$ cat config.mk
export PLATFORM = sky130hd
export DESIGN_NAME = wave_generator
export DESIGN_NICKNAME = d
export VERILOG_FILES = /design/src/rtl/wave_generator.sv
export SDC_FILE = /design/constraint.sdc
export NUM_CORES = 1
export LEC_CHECK = 0
export ABC_CLOCK_PERIOD_IN_PS = 2600
export CORE_ASPECT_RATIO = 1.1
export CORE_UTILIZATION = 53
export DETAILED_ROUTE_END_ITERATION = 12
export PLACE_DENSITY = 0.83
export SYNTH_ARGS = -nofsm -noshare
export SYNTH_HDL_FRONTEND = slang
export SYNTH_SLANG_ARGS = --single-unit
$ cat constraint.sdc
create_clock -name clk -period 2.6 [get_ports clk]
set_input_delay 0.26 -clock clk [delete_from_list [all_inputs] [get_ports clk]]
set_output_delay 0.26 -clock clk [all_outputs]
set_load 0.02 [all_outputs]
$ cat src/rtl/wave_generator.sv
// Purpose : waveform core; each clk_div rising edge advances an 8-bit phase and emits
//           one unsigned sample (square, sawtooth, triangle or sine), midscale 0x80.
// Latency : wave/valid/phase update on the clk edge that first samples clk_div high.
//           No backpressure: one sample per strobe; en=0 drops strobes and holds state.
// Ports   : clk, rst (sync, active-low), clk_div (strobe source), en, phase_clr,
//           wave_sel[1:0] (00 sq, 01 saw, 10 tri, 11 sine) -> wave[7:0], valid, phase[7:0]
module wave_generator #(
    parameter int SQ_DUTY = 128
) (
    input  logic       clk,
    input  logic       rst,
    input  logic       clk_div,
    input  logic       en,
    input  logic       phase_clr,
    input  logic [1:0] wave_sel,
    output logic [7:0] wave,
    output logic       valid,
    output logic [7:0] phase
);

    // Nine bits so that SQ_DUTY=256 (always high) is representable.
    localparam logic [8:0] DUTY = 9'(SQ_DUTY);

    logic       clk_div_q;
    logic [1:0] sel_act;
    logic       tick;
    logic [7:0] pn;
    logic [1:0] sel_nxt;
    logic [7:0] wave_nxt;
    logic [5:0] sin_idx;
    logic [6:0] sin_q;

    // Quarter-wave sine ROM: Q[i] = round(127*sin(pi/2*(i+0.5)/64)).
    function automatic logic [6:0] sine_q(input logic [5:0] i);
        logic [6:0] q;
        q = 7'd0;
        case (i)
            6'd0:  q = 7'd2;   6'd1:  q = 7'd5;   6'd2:  q = 7'd8;   6'd3:  q = 7'd11;
            6'd4:  q = 7'd14;  6'd5:  q = 7'd17;  6'd6:  q = 7'd20;  6'd7:  q = 7'd23;
            6'd8:  q = 7'd26;  6'd9:  q = 7'd29;  6'd10: q = 7'd32;  6'd11: q = 7'd35;
            6'd12: q = 7'd38;  6'd13: q = 7'd41;  6'd14: q = 7'd44;  6'd15: q = 7'd47;
            6'd16: q = 7'd50;  6'd17: q = 7'd53;  6'd18: q = 7'd56;  6'd19: q = 7'd58;
            6'd20: q = 7'd61;  6'd21: q = 7'd64;  6'd22: q = 7'd67;  6'd23: q = 7'd69;
            6'd24: q = 7'd72;  6'd25: q = 7'd74;  6'd26: q = 7'd77;  6'd27: q = 7'd79;
            6'd28: q = 7'd82;  6'd29: q = 7'd84;  6'd30: q = 7'd86;  6'd31: q = 7'd89;
            6'd32: q = 7'd91;  6'd33: q = 7'd93;  6'd34: q = 7'd95;  6'd35: q = 7'd97;
            6'd36: q = 7'd99;  6'd37: q = 7'd101; 6'd38: q = 7'd103; 6'd39: q = 7'd105;
            6'd40: q = 7'd106; 6'd41: q = 7'd108; 6'd42: q = 7'd110; 6'd43: q = 7'd111;
            6'd44: q = 7'd113; 6'd45: q = 7'd114; 6'd46: q = 7'd115; 6'd47: q = 7'd117;
            6'd48: q = 7'd118; 6'd49: q = 7'd119; 6'd50: q = 7'd120; 6'd51: q = 7'd121;
            6'd52: q = 7'd122; 6'd53: q = 7'd123; 6'd54: q = 7'd124; 6'd55: q = 7'd124;
            6'd56: q = 7'd125; 6'd57: q = 7'd125; 6'd58: q = 7'd126; 6'd59: q = 7'd126;
            6'd60: q = 7'd127; 6'd61: q = 7'd127; 6'd62: q = 7'd127; 6'd63: q = 7'd127;
            default: q = 7'd0;
        endcase
        return q;
    endfunction

    // One-clk strobe on the divider's rising edge; clk_div_q resets high so a
    // divider that is already high coming out of reset does not fire.
    assign tick = clk_div & ~clk_div_q & en;
    assign pn   = phase + 8'd1;

    // A new wave_sel is adopted only as the phase wraps, so a period never mixes shapes.
    assign sel_nxt = (pn == 8'd0) ? wave_sel : sel_act;

    // Second and fourth quadrants read the ROM mirrored.
    assign sin_idx = pn[6] ? ~pn[5:0] : pn[5:0];
    assign sin_q   = sine_q(sin_idx);

    always_comb begin
        wave_nxt = 8'h00;
        case (sel_nxt)
            2'b00:   wave_nxt = ({1'b0, pn} < DUTY) ? 8'hFF : 8'h00;
            2'b01:   wave_nxt = pn;
            2'b10:   wave_nxt = pn[7] ? {~pn[6:0], 1'b0} : {pn[6:0], 1'b0};
            default: wave_nxt = pn[7] ? (8'd127 - {1'b0, sin_q}) : (8'd128 + {1'b0, sin_q});
        endcase
    end

    always_ff @(posedge clk) begin
        if (!rst) begin
            phase     <= 8'h00;
            wave      <= 8'h00;
            valid     <= 1'b0;
            clk_div_q <= 1'b1;
            sel_act   <= wave_sel;
        end else begin
            clk_div_q <= clk_div;
            if (phase_clr) begin
                // Restart wins over a coincident strobe; the last sample stays on wave.
                phase   <= 8'h00;
                sel_act <= wave_sel;
                valid   <= 1'b0;
            end else if (tick) begin
                phase <= pn;
                wave  <= wave_nxt;
                valid <= 1'b1;
                if (pn == 8'd0) begin
                    sel_act <= wave_sel;
                end
            end else begin
                valid <= 1'b0;
            end
        end
    end

endmodule

### Word level (Yosys, flattened, before mapping)

Memory sizes are Yosys's and may differ from the RTL's.
Cells that the tools add are included.

* register bits after elaboration: 20
* memory bits (read-only): 448
* input bits: 7
* output and inout port bits: 17
* word-level logic and storage cells: 34
* memories: 1

Memory list
* (no name shown): depth 64, bits a word 7, rd ports 1, clocked after memory_dff 0, write ports 0, RTL line 37 `case (i)`

* add/subtract/negate cells: 3
* $lt $le $gt $ge: 1
* equal/unequal tests: 3
* muxes and demuxes: 10
* bitwise operators: 7
* reductions and logical operators: 4

Operator list (count)
* 8-bit two-way mux: 3
* 8-bit case mux with 3 select lines: 1
* 8-bit by 1-bit adder with 8-bit output, second input constant: 1
* 8-bit by 7-bit adder with 8-bit output, first input constant: 1
* 8-bit zero test: 1
* 8-bit < comparator, second input constant: 1
* 2-bit two-way mux: 4
* 7-bit by 7-bit subtractor with 8-bit output, first input constant: 1
* 7-bit inverter: 1
* 6-bit two-way mux: 1
* 6-bit inverter: 1
* 3-bit by 1-bit inequality test with 1-bit output, second input constant: 1
* 1-bit inverter: 3
* 1-bit AND: 2
* 2-bit by 1-bit equality test with 1-bit output, second input constant: 1
* 2-bit equality test, second input constant: 1
* 2-bit zero test: 1
* 2-bit AND reduction: 1
* 2-bit OR reduction: 1
* 1-bit two-way mux: 1

### Depth between registers and ports, before layout

Gate-level depths: netlist of run 1.
An unclocked memory read counts as a cell.

* word-level depth: 7
* gate-level depth with buffers: 12
* depth with buffers taken out: 9

### Worst setup path after synthesis of run 1

OpenSTA, ideal clock, no wires.

* kind: register to register
* start point: reg phase[0]
* end point: reg wave[0]
* library setup time: 0.122 ns
* data arrival time: 2.584 ns
* required time: 2.478 ns
* path slack: -0.106 ns
* stages on the path, launching flop included: 12
* buffers on the path: 2
* clock period less this slack: 2.706 ns
* cells stage by stage: dfxtp_1 -> ha_1 -> buf_6 -> and3_1 -> buf_6 -> mux2_4 -> nor2_8 -> nor4_2 -> or4_4 -> o211ai_2 -> a31oi_1 -> a311o_1

* cells in the longest elaborated chain, start to end: 7
* elaborated cells on any way between the ends: 15
* those cells by class: 3 x add/sub; 1 x order compare; 2 x eq/ne; 5 x mux; 1 x bitwise; 2 x reduce/logical; 1 x memory

RTL lines
* from (decl): RTL line 18 `output logic [7:0] phase`
* from (signal assigned): RTL line 96 `phase <= pn;`
* 8-bit by 1-bit adder with 8-bit output (*): RTL line 62 `assign pn = phase + 8'd1;`
* 6-bit inverter: RTL line 68 `assign sin_idx = pn[6] ? ~pn[5:0] : pn[5:0];`
* 6-bit two-way mux: RTL line 68
* memory read 64 x 7 bit
* 8-bit by 7-bit adder with 8-bit output or 7-bit by 7-bit subtractor with 8-bit output (tied branches): RTL line 77 `default: wave_nxt = pn[7] ? (8'd127 - {1'b0, sin_q}) : (8'd128 + {1'b0, sin_q});`
* 8-bit two-way mux: RTL line 77
* 8-bit case mux with 3 select lines (*): RTL line 73 `case (sel_nxt)`
* to (signal assigned): RTL line 97 `wave <= wave_nxt;`
* to (decl): RTL line 16 `output logic [7:0] wave,`

Every way passes the cells marked *; elsewhere a longest branch is shown, timed or not.
A chain may end at the register's enable or synchronous reset.

### Worst setup path in the final report of run 1

* start point: reg phase[0]
* end point: reg wave[3]

Same word-level chain as after synthesis.

==> results.cfg, run 1 <==
[outcome]
status = finished with violations
violations = setup timing

[floorplanning]
fp.dieArea_mm2 = 0.00529
io_pins = 24
die_h_um = 76.2
num_rows = 26
die_w_um = 69.5
core_area_mm2 = 0.00472
start_util_pct = 56.2

[yosys]
synthTopCellsByArea = dfxtp_1, o21ai_0, a21oi_1, nand2_1, nand3_1
yosysUniqueCellTypes = 88
synth.avg_cell_area_um2 = 7.64
synth_fp_nets = 355
synth_ff_type = dfxtp_1
synth_edf_count = 2
synth.most_common_cell = o21ai_0
synth.yosys.seq_area_share_pct = 15.8
yosysTopAreaCellShare_pct = 13.6
yosys.area.top_type = dfxtp_1
yosys_register_bits = 20
syn_inst = 347
async_flop_share_pct = 0
synth_common_cells = o21ai_0, nand2_1, a21oi_1
ys_warn_count = 0
syn_area_mm2 = 0.00265

[worst_setup_path]
crit_chain = buf_4 > nand2_1 > a21oi_4 > o221a_2 > buf_4 > nor3_1 > o2111ai_1 > nand3_1 > or3b_1 > a31oi_1
reg2reg_slack_ps = -140
arrival_ps = 2930
worst_setup_path_end_kind = register
worstRegToRegCells = 10
slowest_stage = or3b_1
cp_max_fo = 16
regToRegStartpoint = phase[0]
crit_type = reg2reg
start_kind = register
reg2reg_to = wave[3]
slowest_delay_ps = 400
cpMostUsedCell = buf_4
cp_data_required_time_ps = 2790

[placement]
port_buffers = 23
place_ws_ps = -121
hpwl_um = 6760
numPlacedInstances = 456
place_congestion = 0.989

[finish]
nFillCells = 305
stdcell_count = 477
num_antenna_cells = 0
regArea_um2 = 439
final_layout_size_suffix_gt1_share_pct = 37.3
fin_nets = 430
syn_to_final_growth_pct = 39.0
multi_input_area_mm2 = 0.00226

[routing]
totalWireLength_um = 10800
wire_per_inst_um = 22.6
drc = 0
drt_first_pass_iters = 7
num_vias = 3460
antenna_left = 0
drt_iter0_drc = 628
viasPerCell = 7.25

[worst_hold_path]
worstHoldPathCells = 2
hp-class = reg2reg
hp-start = wave[7]
min_to = wave[7]

[clock_network]
cts_tree = yes
cts_root_buf = clkbuf_8
cts.sinks = 20
numCtsBuffers = 3
postCtsHoldBufs = 0
h-tree-depth = 1
clkTransAtPathRegs_ps = 80
clkLatencyLatePin_ps = 260
cts_max_path_buffers = 2

[global_routing]
grt_pass1_wl_um = 15100
grt_max_degree = 24
overflow = 0
antenna_found_initial = 0
grt_pass1_vias = 3153
grt_usage_pct = 34.4

[sta]
period_minus_slack_ps = 2740
fin_worst_skew_ps = 7.23
worst_slack_ps = -136
rsz0062_at_grt = yes
finalHoldViolCount = 0
setup_viol = 3
fmax_mhz = 366
timing.final.crit_share_pct = 105
slew_viol_final = 0
tightestPinTransition_ps = 528
slew-limit-headroom_pct = 64.7
whs_ps = 471

[power]
p_per_area_mw_per_mm2 = 183
ir_drop_v = 0.000126
p_leak_nw = 1.32

[run]
cap_violations = 0
==> sequential cells by signal (all words and copies together) (netlist names) <==
register,count
phase,8
wave,8
sel_act,2
clk_div_q,1
valid,1
==> cells by family after synthesis <==
group                    after synthesis  share of synthesized area (%)
flip-flops                            20                           15.8
XOR/XNOR                              12                           4.53
multiplexers                          13                           6.84
AND/OR/NAND/NOR                      126                           27.6
AO/OA/AOI/OAI                        134                           36.1
adder cells (fa/ha/maj)                1                          0.472
buffers and inverters                 41                           8.63
==> layout make-up <==
cell class              count  area share (%)
multi-input cells         288            61.3
well taps                  56            1.90
flip-flops and latches     20            11.9
inverters                   8           0.916
clock inverters             1           0.102
clock buffers               3            1.12
repair buffers            101            22.7
==> cell usage in the layout (no fill, tap or decap), drive strengths merged, types with 9 or more instances in the layout <==
cell / n
nor3: 18
clkdlybuf4s50: 23
o21ai: 39
nand2: 30
nand3: 16
a31oi: 9
buf: 78
o211ai: 10
nor2: 21
xnor2: 10
a21oi: 23
dfxtp: 18
==> through the flow <==
step | utilization, % | cell area [um2] | setup TNS [ps] | total power, mW
CTS | 70.9 | 3350 | 0 | 0.660
global placement | 68.6 | 3230 | -1.84 | 0.457
finish | 78.1 | 3690 | -248 | 0.676
floorplan | - | 2660 | 0 | 0.411
detailed placement | 68.6 | 3230 | -279 | 0.459
global route | 78.1 | 3690 | -601 | 0.687
==> routing by layer <==
| metal | vias up | GRT usage (%) | wire length, um |
|---|---|---|---|
| li1 | 1494 | - | - |
| met1 | 1592 | 43.6 | 3960 |
| met2 | 298 | 55.0 | 4870 |
| met3 | 76 | 5.42 | 1270 |
| met4 | 0 | 20.0 | 690 |
| met5 | - | 0 | 0 |
==> report_power, final <==
group | leakage (nW) | total, mW | switching [mW] | internal [mW]
Sequential | 0.171 | 0.327 | 0.0112 | 0.316
Combinational | 1.13 | 0.138 | 0.0754 | 0.0628
Clock | 0.0231 | 0.211 | 0.106 | 0.105
Total | 1.32 | 0.676 | 0.192 | 0.484
==> worst max path at each step <==
stage               startpoint       to  slack (ps)  cells after the start
floorplan             phase[1]  wave[0]           3                     11
global placement      phase[3]  wave[0]          -2                      8
detailed placement    phase[0]  wave[0]        -120                      9
CTS                   phase[3]  wave[0]           1                      8
global route          phase[0]  wave[3]        -200                     10
finish                phase[0]  wave[3]        -140                     10
==> timing repair <==
action / CTS / global route
resized for setup: 10 / 51
setup buffers: 1 / 13
pin swaps: 0 / 22
cloned: 0 / 3
setup endpoints to repair: 6 / 7
==> worst max-delay path: cells and delay by family, from the launching register on <==
family / cells / cell delay (ps)
AOI/OAI and AO/OA: 4 / 1120
and+or+nand+nor: 4 / 830
DFF: 1 / 360
buffers and inverters: 2 / 350
No activity file was read; power rests on OpenSTA's default activity.
==> run 2: changes to the inputs <==
--- a/config.mk
+++ b/config.mk
@@ -10,6 +10,7 @@
 export CORE_UTILIZATION = 53
 export DETAILED_ROUTE_END_ITERATION = 12
 export PLACE_DENSITY = 0.83
+export RECOVER_POWER = 50
 export SYNTH_ARGS = -nofsm -noshare
 export SYNTH_HDL_FRONTEND = slang
 export SYNTH_SLANG_ARGS = --single-unit
==> results.cfg, run 2 (synthesis results as in run 1) <==
[routing]
drt_iter0_drc = 619
wire_per_inst_um = 22.6
viasPerCell = 7.36
antenna_left = 0
drt_first_pass_iters = 6
totalWireLength_um = 10800
drc = 0
num_vias = 3511

[finish]
num_antenna_cells = 0
fin_nets = 430
multi_input_area_mm2 = 0.00226
regArea_um2 = 439
reg_top3 = phase: 8 flops, wave: 8 flops, sel_act: 2 flops
final_layout_size_suffix_gt1_share_pct = 37.1
syn_to_final_growth_pct = 38.8
mostFrequentLayoutCell = buf_4
nFillCells = 304
final_cell_mix = buf_4, o21ai_0, nand2_1
utilization_pct = 78.1
stdcell_count = 477

[power]
combPwrFrac_pct = 20.2
power.total_mw = 0.671
intPower_mw = 0.482
p_leak_nw = 1.35
p_per_area_mw_per_mm2 = 182
clockPowerShare_pct = 31.1
power.switching_mw = 0.189
power_frac_seq_pct = 48.7
ir_drop_v = 0.000124
switching_share_pct = 28.2

[sta]
rsz0062_at_grt = yes
tightestPinTransition_ps = 550
worst_slack_ps = -142
slew_viol_final = 0
setup_viol = 3
period_minus_slack_ps = 2740
slew-limit-headroom_pct = 63.0
finalHoldViolCount = 0
timing.final.crit_share_pct = 105
fmax_mhz = 365
fin_worst_skew_ps = 5.77
whs_ps = 467

[worst_setup_path]
start_kind = register
cp_data_required_time_ps = 2790
cpMostUsedCell = buf_4
cp_num_buf_inv = 2
crit_chain = buf_4 > nand2_1 > a21oi_4 > o221a_2 > buf_4 > nor3_1 > o2111ai_1 > nand3_1 > or3b_1 > a31oi_1
worst_setup_path_end_kind = register
crit_family = compound AO/OA/AOI/OAI gates
reg2reg_slack_ps = -140
crit_type = reg2reg
reg2reg_to = wave[3]
arrival_ps = 2930
critical_path_cell_count = 10
cp_max_fo = 16
regToRegStartpoint = phase[0]
slowest_stage = or3b_1
cp-startpoint = phase[0]
worstRegToRegCells = 10
slowest_delay_ps = 400
critPathCapture = wave[3]

[worst_hold_path]
hp-class = reg2reg
worstHoldPathCells = 2
hp-start = wave[7]

[global_routing]
overflow = 0
grt_pass1_wl_um = 15100
grt_max_degree = 24
antenna_found_initial = 0
grt_usage_pct = 34.4
grt_pass1_vias = 3153

[clock_network]
clkLatencyLatePin_ps = 260
cts_max_path_buffers = 2
postCtsHoldBufs = 0
cts.sinks = 20
cts_root_buf = clkbuf_8
clkTransAtPathRegs_ps = 80
numCtsBuffers = 3
h-tree-depth = 1
cts_tree = yes

[floorplanning]
io_pins = 24
core_area_mm2 = 0.00472
num_rows = 26
start_util_pct = 56.2
fp.dieArea_mm2 = 0.00529
die_w_um = 69.5
die_h_um = 76.2

[outcome]
violations = setup timing
status = finished with violations

[placement]
numPlacedInstances = 456
port_buffers = 23
place_congestion = 0.989
hpwl_um = 6760
place_ws_ps = -121

[run]
cap_violations = 0
==> run 2: cell type report <==
| class | count | area share, % |
|---|---|---|
| inverter | 8 | 0.917 |
| timing repair buffer | 101 | 22.6 |
| tap | 56 | 1.90 |
| sequential | 20 | 11.9 |
| multi-input combinational | 288 | 61.4 |
| clock inverter | 1 | 0.102 |
| clock buffer | 3 | 1.12 |
==> run 2: how the worst min path moves through the flow <==
stage                 to  slack, ps
2_1_floorplan  clk_div_q        360
5_1_grt          wave[7]        510
4_1_cts          wave[7]        480
3_5_place_dp     wave[7]        470
6_report         wave[7]        470
3_3_place_gp     wave[7]        460
==> run 2: worst reg2reg max path, stage by stage (launching register included) <==
cell	delay, ps
dfxtp_4	360
buf_4	220
nand2_1	210
a21oi_4	300
o221a_2	300
buf_4	130
nor3_1	60
o2111ai_1	360
nand3_1	160
or3b_1	400
a31oi_1	170
==> run 2: layer usage <==
layer / routed length [um] / GRT usage [%]
met5: 0 / 0
met4: 682 / 20.0
met3: 1260 / 5.42
met2: 4830 / 55.0
met1: 4000 / 43.6
==> run 2: power groups by stage <==
stage,Combinational [mW],Clock (mW),Sequential [mW]
2_1_floorplan,0.0752,0,0.336
3_3_place_gp,0.121,0,0.336
3_5_place_dp,0.123,0,0.336
4_1_cts,0.124,0.207,0.329
5_1_grt,0.143,0.215,0.328
6_report,0.136,0.209,0.327
==> run 2: metrics by stage <==
stage          TNS [ps]  instance area, um2
4_1_cts               0                3350
3_3_place_gp      -1.84                3230
2_1_floorplan         0                2660
5_1_grt            -602                3680
3_5_place_dp       -279                3230
6_report           -260                3680
==> run 2: what timing repair did <==
item                                    4_1_cts  5_1_grt
pin swaps                                     0       22
endpoints found under the setup margin        6        7
endpoints found under the hold margin         0        0
cloned                                        0        3
setup buffers                                 1       13
gates resized for setup                      10       51
==> run 3: changes to the inputs <==
--- a/config.mk
+++ b/config.mk
@@ -11,6 +11,7 @@
 export DETAILED_ROUTE_END_ITERATION = 12
 export PLACE_DENSITY = 0.83
 export RECOVER_POWER = 50
+export SLEW_MARGIN = 40
 export SYNTH_ARGS = -nofsm -noshare
 export SYNTH_HDL_FRONTEND = slang
 export SYNTH_SLANG_ARGS = --single-unit
==> results of run 3 <==
Same layout as run 2: the final DEF is identical, and so are final timing and power.
